<file path="src/rtl/wb_unit.sv">
// Writeback stage: MA/WB latch, writeback value select, 16x32 register file with write bypass, retire counter.
// Latency: instruction latched at edge N, written and counted at edge N+1, bypass-visible during cycle N+1.
// Backpressure: stall holds the latch and suppresses write/retire; flush inserts a bubble; stall beats flush.
module wb_unit #(
  parameter int NREG = 16,
  parameter int CNTW = 32
) (
  input  logic            clk,
  input  logic            rst_n,
  input  logic            ma_valid,
  input  logic [31:0]     ma_pc,
  input  logic [31:0]     ma_alu,
  input  logic [31:0]     ma_ld,
  input  logic [3:0]      ma_rd,
  input  logic            ma_isLd,
  input  logic            ma_isWb,
  input  logic            ma_isCall,
  input  logic            stall,
  input  logic            flush,
  input  logic [3:0]      rs1_addr,
  input  logic [3:0]      rs2_addr,
  output logic [31:0]     rs1_data,
  output logic [31:0]     rs2_data,
  output logic            wb_valid,
  output logic [3:0]      wb_rd,
  output logic [31:0]     wb_data,
  output logic [CNTW-1:0] retired
);

  localparam logic [3:0] RA = 4'd15;

  logic            valid_q;
  logic            wen_q;
  logic [3:0]      rd_q;
  logic [31:0]     data_q;
  logic [CNTW-1:0] retired_q;
  logic [31:0]     regs [NREG];

  logic            do_write;
  logic            do_retire;
  logic            next_valid;
  logic [3:0]      next_rd;
  logic [31:0]     next_data;

  assign do_write  = wen_q & ~stall;
  assign do_retire = valid_q & ~stall;

  // Writeback value select for the incoming instruction: call > load > alu.
  always_comb begin
    next_valid = ma_valid & ~flush;
    next_rd    = ma_isCall ? RA : ma_rd;
    if (ma_isCall) begin
      next_data = ma_pc + 32'd4;
    end else if (ma_isLd) begin
      next_data = ma_ld;
    end else begin
      next_data = ma_alu;
    end
  end

  // MA/WB pipeline latch; held while stalled so the instruction retires exactly once.
  always_ff @(posedge clk) begin
    if (!rst_n) begin
      valid_q <= 1'b0;
      wen_q   <= 1'b0;
      rd_q    <= 4'd0;
      data_q  <= 32'd0;
    end else if (!stall) begin
      valid_q <= next_valid;
      wen_q   <= next_valid & (ma_isWb | ma_isCall);
      rd_q    <= next_rd;
      data_q  <= next_data;
    end
  end

  // Register file write; reset discards any latched write.
  always_ff @(posedge clk) begin
    if (!rst_n) begin
      for (int i = 0; i < NREG; i++) begin
        regs[i] <= 32'd0;
      end
    end else if (do_write) begin
      regs[rd_q] <= data_q;
    end
  end

  // Retired-instruction counter, counts every valid instruction leaving the stage, wraps naturally.
  always_ff @(posedge clk) begin
    if (!rst_n) begin
      retired_q <= '0;
    end else if (do_retire) begin
      retired_q <= retired_q + CNTW'(1);
    end
  end

  // Read ports with write-through bypass of the write happening on the coming edge.
  always_comb begin
    rs1_data = regs[rs1_addr];
    rs2_data = regs[rs2_addr];
    if (do_write && (rd_q == rs1_addr)) begin
      rs1_data = data_q;
    end
    if (do_write && (rd_q == rs2_addr)) begin
      rs2_data = data_q;
    end
  end

  assign wb_valid = wen_q;
  assign wb_rd    = rd_q;
  assign wb_data  = data_q;
  assign retired  = retired_q;

endmodule

</file>
<file path="config.mk">
export PLATFORM = sky130hd
export DESIGN_NAME = wb_unit
export DESIGN_NICKNAME = d
export VERILOG_FILES = /design/src/rtl/wb_unit.sv
export SDC_FILE = /design/constraint.sdc
export NUM_CORES = 1
export LEC_CHECK = 0
export CELL_PAD_IN_SITES_DETAIL_PLACEMENT = 0
export CELL_PAD_IN_SITES_GLOBAL_PLACEMENT = 1
export CORE_MARGIN = 2
export CORE_UTILIZATION = 41
export DETAILED_ROUTE_END_ITERATION = 16
export PLACE_DENSITY = 0.66
export SLEW_MARGIN = 15
export SYNTH_ARGS = -nofsm -noshare
export SYNTH_HDL_FRONTEND = slang
export SYNTH_SLANG_ARGS = --single-unit
</file>
<file path="constraint.sdc">
create_clock -name clk -period 15.3 [get_ports clk]
set_clock_uncertainty 0.05 [all_clocks]
set_input_delay 3.825 -clock clk [delete_from_list [all_inputs] [get_ports clk]]
set_output_delay 3.825 -clock clk [all_outputs]
set_load 0.01 [all_outputs]
</file>
# Yosys cells after proc, flatten, opt, wreduce, memory -nomap -nowiden
# Memory sizes are Yosys's and may differ from the RTL's.
# Cells that the tools add are included.
word_totals:
  ff_bits: 70
  latch_bits: 0
  ramBits: 512
  rom_bits: 0
  inputBits: 116
  output_inout_bits: 133
  wordCells: 32
  memories: 1
classes:
  addsub: 2
  multipliers: 0
  div_mod_pow: 0
  n_lt_le_gt_ge: 0
  eq_ne: 2
  n_shift: 0
  n_mux: 12
  bitwise_logic: 7
  n_reduce_logical: 3
mem_list:
  columns: ["name", "words", "word_bits", "rd", "rd_clocked_by_memory_dff", "wr", "line", "text"]
  rows:
  - ["regs", 16, 32, 2, 0, 16, "37", "logic [31:0] regs [NREG];"]
ops:
  columns: ["op", "n"]
  rows:
  - ["32-bit 2-to-1 mux", 5]
  - ["32-bit by 1-bit adder with 32-bit output, second input constant", 1]
  - ["32-bit by 3-bit adder with 32-bit output, second input constant", 1]
  - ["32-bit OR reduction", 1]
  - ["4-bit equality test", 2]
  - ["4-bit 2-to-1 mux", 2]
  - ["1-bit 2-to-1 mux", 5]
  - ["1-bit bitwise AND", 4]
  - ["1-bit logical AND", 2]
  - ["1-bit NOT", 2]
  - ["1-bit OR", 1]

# Longest topological paths before layout
logic_depth:
  depth_word: 7
  mapped_depth: 6
  mapped_depth_nobuf: 6

# Worst setup path before layout
# Ideal clock, no wire load.
synth_path:
  kind: "in2out"
  start: "input port rs2_addr[1]"
  end: "output port rs2_data[0]"
  t_arrival_ns: 5.730
  required_ns: 11.425
  setup_slack_ns: 5.695
  stages: 6
  path_buffers: 3
  cell_sequence: "clkbuf_1 > buf_2 > clkbuf_1 > mux4_2 > mux4_2 > mux2_2"
synth_between:
  elab_chain_len: 3
  elab_cells_between_ends: 4
  cone_classes: "eq/ne: 1; mux: 1; reduce/logical: 1; memory: 1"
synth_lines:
  columns: ["element", "line", "text"]
  rows:
  - ["start, declared", "21", "input logic [3:0] rs2_addr,"]
  - ["branches (longest 2 deep; another with memory 16 x 32 bit)", null, null]
  - ["32-bit 2-to-1 mux (*)", "103", "if (do_write && (rd_q == rs2_addr)) begin"]
  - ["end, declared", "23", "output logic [31:0] rs2_data,"]
# Mark *: on every way between the ends.

# Final worst setup path
layout_path:
  start: "input port rs1_addr[0]"
  end: "output port rs1_data[31]"
layout_between:
  elab_chain_len: 3
  elab_cells_between_ends: 4
  cone_classes: "eq/ne: 1; mux: 1; reduce/logical: 1; memory: 1"
layout_lines:
  columns: ["element", "line", "text"]
  rows:
  - ["start, declared", "20", "input logic [3:0] rs1_addr,"]
  - ["branches (longest 2 deep; another with memory 16 x 32 bit)", null, null]
  - ["32-bit 2-to-1 mux (*)", "100", "if (do_write && (rd_q == rs1_addr)) begin"]
  - ["end, declared", "22", "output logic [31:0] rs1_data,"]
# Marked as above.

==> impl_metrics.toml <==
[run_status]
status = "completed"

[setup_path]
cp_data_arrival_time_ps = 7210
cp-start-kind = "input pin"
cp_num_buf_inv = 3
ff2ff_setup_slack_ps = 11440
crit_path_end_kind = "output port"
worst-path-max-fanout = 57
critPathTopFamily = "buffers and inverters"
crit_top_cell = "mux4_2"
path_cells = "clkbuf_8 -> buf_4 -> mux4_2 -> mux4_2 -> mux2_2 -> clkdlybuf4s50_1"
crit_required_ps = 11430
cp_slowest_cell = "buf_4"
crit_type = "input pin to output port"
max_stage_delay_ps = 790

[drt]
drt_iter0_drc = 2422
drcViolationCount = 0
wl_per_cell_microns = 31.8
wl_microns = 107000
vias = 20393
drt_first_pass_iters = 6
viasPerCell = 6.05
ant_nets = 0

[synth]
avgSynthCellArea_sq_um = 14.9
yosys.area.top_type = "edfxtp_1"
synth-seq-cells = 582
synth_fp_nets = 2225
netlist.area_leader.share_pct = 48.8
yosysSeqAreaShare_pct = 53.3
postSynth.asyncResetShare_pct = 0
synth_edf_count = 512
synth.area.top_cells = "edfxtp_1, mux4_2, and2_1"
synth_area_sq_um = 31500
ys_types = 52
synthCells = 2107
synth-main-ff-cell = "edfxtp_1"
synth_warnings = 0

[sta]
worst_pin_slew_ps = 1350
fin_crit_ps = 11090
tns_ps = 0
rsz0062_at_grt = "false"
slew-limit-headroom_pct = 10.0
max_freq_mhz = 90.2
min_period_over_period_pct = 72.5
hold_viol = 0
setup_violations = 0
final-max-slew-violation-count = 0

[finish]
register_area_sq_um = 16800
layout_common_cells = "edfxtp_1, and2_1, mux4_2, clkdlybuf4s50_1, dfxtp_1"
num-fill-cells = 6449
drive_gt1_share_pct = 25.1
multi_input_area_sq_um = 14000
fin_nets = 2404
area_growth_pct = 17.7
layout_commonest_cell = "edfxtp_1"
postLayoutCoreUtil_pct = 48.8

[worst_hold_path]
worst_hold_path_type = "flop to flop"

[cts]
cts_resized = 0
htree_levels = 3
root_buffer = "clkbuf_16"
holdBufCountCts = 0
post_cts_buffers = 0
clock_latency_ps = 610
clkTransAtPathRegs_ps = 60
cts_buffers = 67
clock-sinks = 582
clockBufferDepth = 3
cts_tree = "built"

[power_and_ir_drop]
p_leak_nw = 12.8
finalPower_mw = 3.82
power_density_nw_per_um2 = 103
vdd_drop_max_mv = 0.0617

[run]
maxCapViolCount = 0

[die]
num_rows = 101
io_pins = 249
die_area_sq_um = 79000
die-height_microns = 281
core_sq_um = 75900
die_w_microns = 281
start_util_pct = 41.5

[global_routing]
grt_usage_pct = 27.3
antenna_found_initial = 7
grt_pass1_vias = 20708
grt_start_max_net_pins = 89
grt_pass1_wl_microns = 152000
grt_overflow = 0

[place]
gp_congestion = 0.843
portBuffers = 248
dp_hpwl_microns = 64000
worst reg2reg max path, stage by stage, from the launching register on:
cell and delay (ps):
dfxtp_1 410, nor2b_1 440, nor3b_1 330, nand2_1 600, nor2_2 1270, buf_4 440, and2_1 170
path summary, 6_finish.rpt:
check / cells after the start / to / from
setup reg to reg: 6 / regs[8][22]$_SDFFCE_PN0P_ / wb_valid$_SDFFE_PN0N_
hold / removal: 2 / retired[31]$_SDFFE_PN0P_ / retired[31]$_SDFFE_PN0P_
hold reg to reg: 2 / retired[31]$_SDFFE_PN0P_ / retired[31]$_SDFFE_PN0P_
setup / recovery: 6 / rs1_data[31] / rs1_addr[0]
state kept, by name, summed over array words and instances (netlist names):
name / count
regs: 512
wb_data: 32
wb_valid: 1
wb_rd: 4
valid_q: 1
retired: 32
cells in the mapped netlist (all sizes together) (28+ instances only):
cell type and instances:
mux2 65, buf 47, nor2 65, o21ai 28
nor3 39, mux4 320, dfxtp 70, nand2 40
xor2 32, edfxtp 512, mux2i 28, and2 482
clkbuf 151, nand3 28
cell type report:
cell class	count	share of cell area, %
Clock inverter	26	0.533
Inverter	13	0.132
Timing Repair Buffer	308	7.86
Clock buffer	92	4.89
Antenna cell	3	0.0203
Tap cell	1030	3.48
Sequential cell	582	45.3
Multi-Input combinational cell	1314	37.8
per-stage QoR:
stage	instance area (sq um)	hold WS [ps]	setup WS, ps	std cells
after floorplan	31500	436	5690	2107
after global placement	35000	412	4130	3247
after detailed placement	35100	427	4130	3247
after CTS	37100	438	4130	3365
after global routing	37100	459	3950	3366
final	37100	435	4210	3368
layer usage:
metal | GRT usage [%] | vias to the layer above | wire (microns)
met5 | 0 | - | 13
met4 | 7.64 | 2 | 2840
met3 | 4.81 | 163 | 8150
met2 | 44.6 | 972 | 52400
met1 | 37.8 | 10738 | 43700
li1 | - | 8518 | -
report_power, final:
part	switching, mW	internal [mW]
sequential	0.0549	1.78
clock	0.659	0.864
combinational	0.235	0.231
logic make-up (layout without fill, tap and decap cells):
logic type / Yosys count / count (layout) / synth area share, %
xor+xnor: 55 / 55 / 1.53
mux: 413 / 413 / 26.1
fa+ha+maj: 2 / 2 / 0.0795
other cells: 0 / 3 / 0
compound gates: 98 / 98 / 2.02
buf+inv: 211 / 439 / 2.90
flops: 582 / 582 / 53.3
simple gates: 746 / 746 / 14.1
No activity file was read; power rests on OpenSTA's default activity.
